## config.mk

```make
export PLATFORM = sky130hd
export DESIGN_NAME = matrix_loader
export DESIGN_NICKNAME = d
export VERILOG_FILES = /design/src/rtl/matrix_loader.sv
export SDC_FILE = /design/constraint.sdc
export NUM_CORES = 1
export LEC_CHECK = 0
export BUFFER_PORTS_ARGS = -buffer_cell sky130_fd_sc_hd__buf_2
export CAP_MARGIN = 40
export CORE_ASPECT_RATIO = 0.6
export CORE_MARGIN = 1.5
export CORE_UTILIZATION = 59
export DETAILED_ROUTE_END_ITERATION = 10
export GPL_TIMING_DRIVEN = 0
export PLACE_DENSITY = 0.88
export SLEW_MARGIN = 20
export SYNTH_ARGS = -nofsm -noshare
export SYNTH_HDL_FRONTEND = slang
export SYNTH_SLANG_ARGS = --single-unit
```

## constraint.sdc

```tcl
create_clock -name clk -period 4.89 [get_ports clk]
set_clock_uncertainty 0.05 [all_clocks]
set_input_delay 0.978 -clock clk [delete_from_list [all_inputs] [get_ports clk]]
set_output_delay 0.978 -clock clk [all_outputs]
set_load 0.005 [all_outputs]
```

## src/rtl/matrix_loader.sv

```systemverilog
// Loads an NxN (N = 2..5) matrix of signed bytes, streamed in row-major order,
// into a registered 5x5 packed array; unused rows and columns stay zero.
module matrix_loader (
    input  logic         clk,
    input  logic         rst_n,
    input  logic         start,
    input  logic [1:0]   matrix_size,
    input  logic         in_valid,
    input  logic [7:0]   in_data,
    output logic         in_ready,
    output logic [199:0] matrix_A,
    output logic         busy,
    output logic         done
);

    typedef enum logic [1:0] {IDLE, LOAD, DONE} state_t;

    state_t     state;
    state_t     next_state;
    logic [1:0] size_q;
    logic [2:0] row;
    logic [2:0] col;
    logic [2:0] last_idx;
    logic       accept;
    logic       last_elem;
    logic [7:0] base;

    // size code 00..11 maps to N-1 = 1..4
    assign last_idx  = {1'b0, size_q} + 3'd1;
    assign accept    = in_valid && (state == LOAD);
    assign last_elem = accept && (row == last_idx) && (col == last_idx);
    assign base      = ({5'd0, row} * 8'd5 + {5'd0, col}) * 8'd8;

    always_ff @(posedge clk or negedge rst_n) begin
        if (!rst_n)
            state <= IDLE;
        else
            state <= next_state;
    end

    always_comb begin
        next_state = state;
        in_ready   = 1'b0;
        busy       = 1'b0;
        done       = 1'b0;
        case (state)
            IDLE: begin
                if (start)
                    next_state = LOAD;
            end
            LOAD: begin
                in_ready = 1'b1;
                busy     = 1'b1;
                if (last_elem)
                    next_state = DONE;
            end
            DONE: begin
                busy       = 1'b1;
                done       = 1'b1;
                next_state = IDLE;
            end
            default: next_state = IDLE;
        endcase
    end

    // Clearing the whole matrix on start is what keeps the rows and columns
    // beyond N at zero for smaller sizes.
    always_ff @(posedge clk or negedge rst_n) begin
        if (!rst_n) begin
            size_q   <= 2'b00;
            row      <= 3'd0;
            col      <= 3'd0;
            matrix_A <= '0;
        end else if (state == IDLE && start) begin
            size_q   <= matrix_size;
            row      <= 3'd0;
            col      <= 3'd0;
            matrix_A <= '0;
        end else if (accept) begin
            matrix_A[base +: 8] <= in_data;
            if (col == last_idx) begin
                col <= 3'd0;
                row <= row + 3'd1;
            end else begin
                col <= col + 3'd1;
            end
        end
    end

endmodule
```

### Yosys cells after proc, flatten, opt, wreduce, memory -nomap -nowiden

Cells that the tools add are included.

* add/sub/neg operators: 5
* multipliers: 1
* eq/ne operators: 6
* shifts and indexed selects: 2
* muxes and demuxes: 15
* reductions and logical operators: 10

Operators with widths (number)
* $mux 200: 2
* $bwmux 200: 1
* $shift 8x10->200 const A: 1
* $shiftx 8x10->200: 1
* $mux 3: 6
* $neg 8->10: 1
* $add 3x1->3 const B: 2
* $eq 3x3->1: 2
* $add 5x3->5: 1
* $mul 3x3->5 const B: 1
* $logic_and 1x1->1: 4
* $mux 2: 2
* $ne 2x2->1 const B: 2
* $pmux 2 s2: 1
* $reduce_and 2->1: 2
* $reduce_bool 2->1: 2
* $add 2x1->3 const B: 1
* $mux 1: 3
* $eq 2x1->1 const B: 1
* $eq 2x2->1 const B: 1
* $logic_not 2->1: 1
* $reduce_or 2->1: 1

* bits in registers: 210
* input port bits: 14

### Logic depth before layout (Yosys ltp)

* depth after elaboration: 7
* depth in mapped cells: 12
* gate-level depth less buffers: 9

### Worst setup path after synthesis

Ideal clock, no wire load.

* kind: register to register
* start point: reg row[0]
* end point: reg matrix_A[64]
* library setup time: 0.132 ns
* data arrival time: 3.017 ns
* slack: 1.691 ns
* stages on the path, launching flop included: 11
* path buffers: 2
* path through: dfrtp_1 -> ha_1 -> ha_1 -> fa_1 -> clkbuf_1 -> nor3_2 -> nand3_1 -> o21ai_1 -> buf_4 -> nand4_2 -> mux2i_1

* cells in the longest elaborated chain, start to end: 7
* elaborated cells between the ends (all ways): 8
* classes of those cells: 2 x add/sub; 1 x mul; 2 x shift; 3 x mux

Ends and longest elaborated chain
* start: declaration: line 21 `logic [2:0] row;`
* start signal: assignment: line 83 `row <= row + 3'd1;`
* $mul 3x3->5 (*): line 32 `assign base = ({5'd0, row} * 8'd5 + {5'd0, col}) * 8'd8;`
* $add 5x3->5 (*): line 32
* $neg 8->10 (*): line 80 `matrix_A[base +: 8] <= in_data;`
* $shiftx 8x10->200 / $shift 8x10->200 (equally long branches): line 80
* $bwmux 200 (*): line 80
* $mux 200 (*): line 79 `end else if (accept) begin`
* $mux 200 (*): line 74 `end else if (state == IDLE && start) begin`
* end signal: indexed assignment: line 80
* end: declaration: line 11 `output logic [199:0] matrix_A,`

Mark *: on every way between the ends. The rest lies on a longest branch, timed or not. The select of a mux whose other input is x is not followed.
A chain may end at the register's enable or synchronous reset.

### Worst setup path in the final report

* start point: reg row[0]
* end point: reg matrix_A[65]

The elaborated chain is that of the path after synthesis.

==> run summary <==
CTS Sinks -> 210
Slowest cell on crit path -> nor3_2
Slew @ Worst Pin -> 0.8897 ns
Drt total wl -> 28980 um
Share of post-route cells with drive strength above 1 -> 25.34%
Hold slack -> 0.2781 ns
Netlist cell types -> 47
Slew headroom -> 40.69%
Worst EP arrival -> 4.27 ns
Worst VDD drop -> 0.0003299 V
Vias in the first global route -> 7908
DR WL met2 -> 12670 um
Ant diodes -> 0
Initial antenna violation count -> 0
Yosys reg bits -> 210
Post-route setup slack -> 0.9732 ns
Worst-path fanout max -> 10
DR WL/cell -> 21.26 um
DR iter-0 viols -> 712
Leak -> 6.522 nW
Xor/xnor share of the synthesized area -> 1.348%
Reg clk slew, reported paths -> 0.06 ns
Sequential fraction of design power -> 36.5%
DRC -> 0
Layout Nets -> 1178
Reg-to-reg critical path startpoint -> row[0]
Die H -> 102.1 um
Synth top area share -> 54.45%
Crit-path cells -> ha_1 -> ha_1 -> fa_1 -> clkbuf_1 -> nor3_2 -> nand3_1 -> o21ai_1 -> buf_4 -> nand4_2 -> mux2i_1
DRT Pass-1 Iters -> 5
Worst setup EP type -> flop
Crit path kind -> flop to flop
Pint -> 3.212 mW
Number of H-tree levels -> 1
Final period util -> 80.10%
GRT Util Overall -> 33.64%
Final cell count without fillers -> 1363
Simple-gate area share of the yosys netlist -> 15.67%
Mapped Area -> 9652 um2
Longest Clk Path Bufs -> 3
Adder-cell share of the synthesized area -> 2.282%
Combinational family with the most area after synthesis -> multiplexers
Seq/Total Area, Yosys -> 54.45%
Worst setup startpoint -> row[0]
Worst Path Required -> 5.25 ns
Std cell rows -> 35
Overflow after GRT -> 0
Yosys warns -> 0
Final GP Congestion -> 0.9459
Yosys top cell by area -> dfrtp_1
Syn_nets -> 933
Core Region -> 15680 um2
Worst reg-to-reg setup slack -> 0.97 ns
Design area -> 11770 um2
Top post-synthesis cells by area -> dfrtp_1 54%, mux2i_1 16%, nand2_1 7.4%
Syn-to-layout area delta -> 21.89%
Hold Buf Count CTS -> 0
Placed cells -> 1326
Power share of the clock group -> 31.3%
Post-synth EDFFs -> 0
Met1 WL -> 12280 um
Synth Instances -> 902
Via Count -> 8308
Remaining antenna violation count after routing -> 0
R2R cell count -> 10
CTS tree -> yes
Status -> completed
Most numerous cell in the Yosys netlist -> dfrtp_1
DIE WIDTH -> 168.1 um
Postcts setup bufs -> 0
Min Tclk post-route -> 3.917 ns
Ys async rst share -> 100.0%
Hold Path Class -> input pin to asynchronous set/reset pin
Crit start category -> flop
Post_cts resized -> 0
Top cell by count, worst path -> ha_1
# setup viols final -> 0
Final slew viol count -> 0
Setup crit end -> matrix_A[65]
CTS buffer count -> 20
DP Worst Slack -> 1.105 ns
Fmax -> 255.3 MHz
Net Sw Frac -> 37.46%
CP max stage delay -> 0.52 ns
PD cells -> 436.6 nW/um2
R2R Path End -> matrix_A[65]
Switching Power -> 1.924 mW
Pin count of the biggest net entering global routing -> 97
Buffers on Ports -> 216
Vias per cell -> 6.095
Met3 WL -> 3393 um
Die area -> 17160 um2
Compound-Gate Fraction of Synth Area -> 7.143%
Ys flop type -> dfrtp_1
Synth Area per Inst -> 10.70 um2
RSZ-0062 raised after global routing -> no
Initial Utilization -> 61.56%
CTS root buf -> clkbuf_16
Top post-synthesis cells by count -> 210 x dfrtp_1, 190 x nand2_1, 154 x mux2i_1
Num ports -> 217
Final HPWL DP -> 20510 um
Worst-Skew Late Latency -> 0.49 ns
Setup TNS -> 0 ns
Final Hold Fails -> 0
Combinational share of power -> 32.1%
First-pass GRT wire length -> 44130 um
Multiplexer share of the synthesized area -> 15.97%
Placed Area -> 11070 um2
Final Core Density -> 75.04%
Top Layer Used -> met4
Max cap viols -> 0
Tot Pwr -> 5.137 mW
==> worst max-delay path: cells and delay by family (launching register included) <==
kind,cells,cell delay [ns]
buf+inv,2,0.51
compound gates,1,0.33
mux,1,0.31
fa+ha+maj,3,1.10
simple gates,3,1.05
flops,1,0.47
==> power groups by stage <==
stage	sequential (mW)	clock [mW]	combinational, mW
floorplan	1.90	0	1.07
global placement	1.91	0	1.55
detailed placement	1.91	0	1.59
CTS	1.88	1.62	1.61
global route	1.88	1.69	1.79
finish	1.88	1.61	1.65
==> layout by cell type (no fill, tap or decap), types with 3 or more instances in the layout <==
master       n
clkinv_2     4
clkbuf_8     3
o21ai_0     18
nand4_1     26
nand3_1     32
o211a_1      3
a21oi_1     47
nand2_1    190
nand4_2      5
nor2b_1      4
ha_1        16
inv_1        4
o211ai_1    16
clkbuf_16   21
nor4_1       3
dfrtp_1    210
buf_2      238
o22ai_1      8
nor3_1       3
or4_1        3
clkbuf_1    46
o31ai_1      9
and2_1       4
mux2i_1    154
nor2_1      31
nand3_2      3
o2111ai_1    3
xor2_1       7
and3_1       6
xnor2_1      6
==> kinds of logic after synthesis <==
| kind of cell | after synthesis |
|---|---|
| and+or+nand+nor | 323 |
| DFF | 210 |
| muxes | 154 |
| AOI/OAI and AO/OA | 112 |
| buffers and inverters | 72 |
| adders and majority gates | 17 |
| xor gates and xnor gates | 14 |
==> metal layers <==
metal  GRT usage [%]  vias up
met1           47.85     4079
met3           9.954       65
met5               0        -
met4           9.753        0
met2           50.80      521
li1                -     3643
==> flip-flops by register name (all words and copies together) (netlist names) <==
| signal | cells |
|---|---|
| size_q | 2 |
| row | 3 |
| matrix_A | 200 |
| state | 2 |
| col | 3 |
==> worst min-delay path by stage <==
| stage | startpoint | end | slack, ns | cells after the start |
|---|---|---|---|---|
| final | rst_n | matrix_A[58] | 0.28 | 1 |
| after global routing | rst_n | matrix_A[58] | 0.28 | 1 |
| after CTS | rst_n | matrix_A[58] | 0.28 | 1 |
| after detailed placement | size_q[1] | size_q[1] | 0.44 | 2 |
| after global placement | size_q[1] | size_q[1] | 0.42 | 2 |
| after floorplan | size_q[1] | size_q[1] | 0.40 | 2 |
==> final cells by class <==
| class | count | area [um2] |
|---|---|---|
| plain buffers | 68 | 287.8 |
| clock buffers | 26 | 574.3 |
| clock inverters | 9 | 105.1 |
| fillers | 1082 | 3913 |
| inverters | 4 | 15.01 |
| multi-input cells | 620 | 4094 |
| flip-flops and latches | 210 | 5255 |
| well taps | 203 | 254.0 |
| repair buffers | 223 | 1180 |
(Power assumes the default switching activity.)
